**src/rtl/dmem_arb_pkg.sv**
```systemverilog
// Shared types for the data-memory arbiter: arbitration FSM states and response owner encoding.
package dmem_arb_pkg;

  typedef enum logic [1:0] {
    ARB   = 2'd0,
    LOCK0 = 2'd1,
    LOCK1 = 2'd2
  } arb_state_e;

  typedef logic owner_t;

  localparam owner_t OWN_M0 = 1'b0;
  localparam owner_t OWN_M1 = 1'b1;

endpackage

```
**src/rtl/dmem_arbiter_rr_arb2.sv**
```systemverilog
// Combinational two-way round-robin pick; prio selects the winner only when both request.
module rr_arb2 (
  input  logic [1:0] req_i,
  input  logic       prio_i,
  output logic [1:0] gnt_o
);

  always_comb begin
    gnt_o = 2'b00;
    if (req_i[0] && (!req_i[1] || !prio_i)) begin
      gnt_o[0] = 1'b1;
    end else if (req_i[1]) begin
      gnt_o[1] = 1'b1;
    end
  end

endmodule

```
**src/rtl/dmem_arbiter.sv**
```systemverilog
// Two-master arbiter in front of a single-port synchronous data memory: same-cycle grant and
// issue, one-cycle done/err response routed back to the issuing master.
module dmem_arbiter
  import dmem_arb_pkg::*;
#(
  parameter int unsigned ADDR_W = 8,
  parameter int unsigned DATA_W = 32
) (
  input  logic              clk_i,
  input  logic              reset_ni,

  input  logic              m0_req_i,
  input  logic              m0_we_i,
  input  logic              m0_lock_i,
  input  logic [ADDR_W-1:0] m0_addr_i,
  input  logic [DATA_W-1:0] m0_wdata_i,
  output logic              m0_gnt_o,
  output logic              m0_done_o,
  output logic              m0_err_o,
  output logic [DATA_W-1:0] m0_rdata_o,

  input  logic              m1_req_i,
  input  logic              m1_we_i,
  input  logic              m1_lock_i,
  input  logic [ADDR_W-1:0] m1_addr_i,
  input  logic [DATA_W-1:0] m1_wdata_i,
  output logic              m1_gnt_o,
  output logic              m1_done_o,
  output logic              m1_err_o,
  output logic [DATA_W-1:0] m1_rdata_o,

  output logic              mem_we_o,
  output logic [ADDR_W-1:0] mem_a_o,
  output logic [DATA_W-1:0] mem_wd_o,
  input  logic [DATA_W-1:0] mem_rd_i
);

  arb_state_e state_q;
  logic       prio_q;

  owner_t     rsp_owner_q;
  logic       rsp_read_q;
  logic       rsp_err_q;
  logic       rsp_valid_q;

  logic [1:0] req_eff;
  logic [1:0] gnt;
  logic       any_gnt;
  logic       sel_we;
  logic       misaligned;

  // Requests are masked by reset and by a lock held by the other master.
  always_comb begin
    req_eff = 2'b00;
    if (reset_ni) begin
      case (state_q)
        LOCK0:   req_eff = {1'b0, m0_req_i};
        LOCK1:   req_eff = {m1_req_i, 1'b0};
        default: req_eff = {m1_req_i, m0_req_i};
      endcase
    end
  end

  rr_arb2 u_rr_arb2 (
    .req_i  (req_eff),
    .prio_i (prio_q),
    .gnt_o  (gnt)
  );

  assign m0_gnt_o = gnt[0];
  assign m1_gnt_o = gnt[1];
  assign any_gnt  = |gnt;

  // Idle cycles present master 0 address/data; mem_we keeps them harmless.
  always_comb begin
    mem_a_o    = gnt[1] ? m1_addr_i  : m0_addr_i;
    mem_wd_o   = gnt[1] ? m1_wdata_i : m0_wdata_i;
    sel_we     = gnt[1] ? m1_we_i    : m0_we_i;
    misaligned = (mem_a_o[1:0] != 2'b00);
    mem_we_o   = any_gnt && sel_we && !misaligned;
  end

  always_ff @(posedge clk_i) begin
    if (!reset_ni) begin
      state_q <= ARB;
      prio_q  <= 1'b0;
    end else begin
      case (state_q)
        ARB: begin
          if (req_eff == 2'b11) begin
            prio_q <= gnt[0];
          end
          if (gnt[0] && m0_lock_i) begin
            state_q <= LOCK0;
          end else if (gnt[1] && m1_lock_i) begin
            state_q <= LOCK1;
          end
        end
        LOCK0: if (!m0_lock_i) state_q <= ARB;
        LOCK1: if (!m1_lock_i) state_q <= ARB;
        default: state_q <= ARB;
      endcase
    end
  end

  always_ff @(posedge clk_i) begin
    if (!reset_ni) begin
      rsp_owner_q <= OWN_M0;
      rsp_read_q  <= 1'b0;
      rsp_err_q   <= 1'b0;
      rsp_valid_q <= 1'b0;
    end else begin
      rsp_owner_q <= gnt[1] ? OWN_M1 : OWN_M0;
      rsp_read_q  <= !sel_we;
      rsp_err_q   <= misaligned;
      rsp_valid_q <= any_gnt;
    end
  end

  // Responses are suppressed while reset is held, discarding anything in flight.
  always_comb begin
    m0_done_o  = reset_ni && rsp_valid_q && (rsp_owner_q == OWN_M0);
    m1_done_o  = reset_ni && rsp_valid_q && (rsp_owner_q == OWN_M1);
    m0_err_o   = m0_done_o && rsp_err_q;
    m1_err_o   = m1_done_o && rsp_err_q;
    m0_rdata_o = (m0_done_o && rsp_read_q && !rsp_err_q) ? mem_rd_i : '0;
    m1_rdata_o = (m1_done_o && rsp_read_q && !rsp_err_q) ? mem_rd_i : '0;
  end

endmodule

```
**config.mk**
```make
export PLATFORM = sky130hd
export DESIGN_NAME = dmem_arbiter
export DESIGN_NICKNAME = d
export VERILOG_FILES = /design/src/rtl/dmem_arb_pkg.sv /design/src/rtl/dmem_arbiter_rr_arb2.sv /design/src/rtl/dmem_arbiter.sv
export SDC_FILE = /design/constraint.sdc
export NUM_CORES = 1
export LEC_CHECK = 0
export ABC_AREA = 1
export CAP_MARGIN = 10
export CORE_AREA = 5 5 87 89
export DETAILED_ROUTE_END_ITERATION = 10
export DIE_AREA = 0 0 92 94
export PLACE_DENSITY = 0.78
export SLEW_MARGIN = 10
export SYNTH_ARGS = -nofsm -noshare
export SYNTH_HDL_FRONTEND = slang
export SYNTH_SLANG_ARGS = --single-unit
```
**constraint.sdc**
```tcl
create_clock -name clk_i -period 2.6 [get_ports clk_i]
set_input_delay 0.65 -clock clk_i [delete_from_list [all_inputs] [get_ports clk_i]]
set_output_delay 0.65 -clock clk_i [all_outputs]
set_load 0.02 [all_outputs]
```
==> qor.yml <==
floorplanning:
  die_h_um: 94
  ios: 231
  die_w_um: 92
  dieArea_um2: 8648
  rows: 30
  core-area_um2: 6681
  start_util: 0.2024
sta:
  timing_hold_violations_final: 0
  skew_ps: 5.100
  slew_viol_final: 0
  period_needed_ps: 2506
  layout_setup_ws_ps: 93.51
  final-setup-viol-count: 0
  finalCritPeriodShare: 0.9640
  setup_tns_ps: 0
  timing.fmax_mhz: 399.0
  slew_headroom: 0.8059
  hold_slack_ps: 583.4
  worst_pin_slew_ps: 288.5
yosys:
  synthesis.nets: 426
  ys_ff_latch: 7
  syn_inst: 303
  syn_area_um2: 1353
  yosys_warnings: 0
  synthDistinctLibCells: 18
  avgSynthCellArea_um2: 4.464
  seq_area_frac_synth: 0.1036
pwr:
  power.density_nw_per_um2: 245.2
  max-vdd-ir-drop_mv: 0.1267
  p_leak_nw: 2.267
place:
  portBuffers: 230
  dp.final_hpwl_um: 7511
  pre_cts_slack_ps: -703.9
  routabilityCongestion: 0.8369
cts:
  cts_root_buf: "clkbuf_8"
  clock_latency_ps: 220
  clk_pin_slew_ps: 40
  h-tree-depth: 1
  cts_tree: "done"
  cts_buffers: 3
  clock-sinks: 7
  clockBufferDepth: 2
setup_path:
  rrSetupSlack_ps: 950
  worstPathArrival_ps: 1860
  cp-start-kind: "input pin"
  regToRegEndpoint: "state_q[0]"
  critPathCaptureType: "output port"
  required_ps: 1950
  cp_max_fo: 10
  r2r_cells: 12
  critPathKind: "input pin to output port"
  r2r-start: "state_q[0]"
route:
  vias_per_cell: 4.222
  drc: 0
  first_pass_iters: 5
  wl_per_cell_um: 14.26
  first_iter_violations: 61
  vias: 2706
  antenna_left: 0
  finalWirelength_um: 9140
flow_run:
  cap_violations: 0
worst_hold_path:
  hp-class: "flop to flop"
  whs_endpoint: "state_q[0]"
  hold_path_depth: 3
  hp-start: "state_q[0]"
layout:
  finish.utilization: 0.5757
  drive_gt1_frac: 0.3066
  diodes: 0
  area_growth_pct: 184.4
  fill_cells: 663
  final_nets: 685
grt:
  grt_max_degree: 33
  first_global_vias: 2777
  antenna_found_initial: 0
  grt_pass1_wl_um: 13510
  grt_usage: 0.1931
  globalRouteOverflowTotal: 0
outcome:
  status: "completed"
## cells in the final DEF, fill, tap and decap left out, drive strengths merged
cell type      instances
a21oi                  5
buf                  140
bufbuf                 1
clkbuf                 4
clkdlybuf4s15          4
clkdlybuf4s50        116
clkinv                 1
dfxtp                  7
dlygate4sd2            7
ha                     3
inv                   54
nand2                133
nand3                  8
nand3b                 3
nor2                  68
nor3                   2
nor4                   2
o21ai                  3
## synthesized netlist by cell type (all sizes together)
library cell,count,area (µm²)
a21oi,5,25.02
buf,8,42.54
clkbuf,6,22.52
clkinv,1,3.750
dfxtp,7,140.1
ha,3,37.54
inv,54,202.7
nand2,133,501.7
nand3,8,40.04
nand3b,3,22.52
nor2,68,255.2
nor3,2,20.02
nor4,2,12.51
o21ai,3,26.28
## kinds of logic after synthesis
logic type | Yosys count | share of synthesized area
fa+ha+maj | 3 | 0.02776
buf+inv | 69 | 0.2007
simple gates | 216 | 0.6300
compound gates | 8 | 0.03793
flops | 7 | 0.1036
## worst max path at each step
stage               startpoint        endpoint  slack [ps]  depth (start not counted)
floorplan             reset_ni  m0_rdata_o[10]         150                          5
global placement      reset_ni  m1_rdata_o[12]        -600                          8
detailed placement    reset_ni  m0_rdata_o[25]        -700                          8
CTS                   reset_ni      mem_a_o[4]         -20                         11
global route        state_q[0]        mem_we_o          -1                         11
finish                m0_req_i    mem_wd_o[31]          90                         11
## power by group
group	total, W	internal (W)	switching (W)
combinational	0.000670	0.000360	0.000310
sequential	0.000121	0.000116	0.00000521
clock	0.000152	0.000106	0.0000458
total	0.000943	0.000582	0.000361
## worst max-delay path, stage by stage
cell and delay (ps):
dlygate4sd2_1 190, nand2_1 60, clkinv_2 60, nand2_4 50
o21ai_4 210, buf_6 150, buf_12 100, buf_16 120
nand2_1 50, nand2_1 60, buf_2 160
## metrics by stage
step                instances  total power (W)  instance area (µm²)
global route              641         0.001003                 3846
finish                    641        0.0009431                 3846
floorplan                 303        0.0003655                 1353
detailed placement        623        0.0007681                 3920
global placement          623        0.0007601                 3920
CTS                       641        0.0009473                 3834
## flip-flops by register name, summed over array words and instances (netlist names)
signal / count
rsp_read_q: 1
rsp_valid_q: 1
state_q: 2
prio_q: 1
rsp_owner_q: 1
rsp_err_q: 1
## per-layer routing
layer | GRT usage | part of all wire | vias up
met3 | 0.05769 | 0.11 | 16
met2 | 0.3966 | 0.54 | 165
met4 | 0.05446 | 0.023 | 0
li1 | - | - | 1389
met5 | 0 | 0 | -
met1 | 0.1819 | 0.33 | 1136
## layout make-up
type | count | area (µm²) | area share
timing repair buffer | 268 | 2327 | 0.6051
sequential | 7 | 142.6 | 0.03709
multi-input combinational | 227 | 1018 | 0.2648
tap | 80 | 100.1 | 0.02602
clock buffer | 4 | 45.04 | 0.01171
inverter | 55 | 212.7 | 0.05530
## what timing repair did
action | CTS | global route
hold buffers | 0 | 0
resized for setup | 462 | 27
endpoints found under the setup margin | 111 | 97
cloned | 5 | 0
pin swaps | 4 | 4
buffers inserted | 9 | 1
No activity file was read; power rests on OpenSTA's default activity.
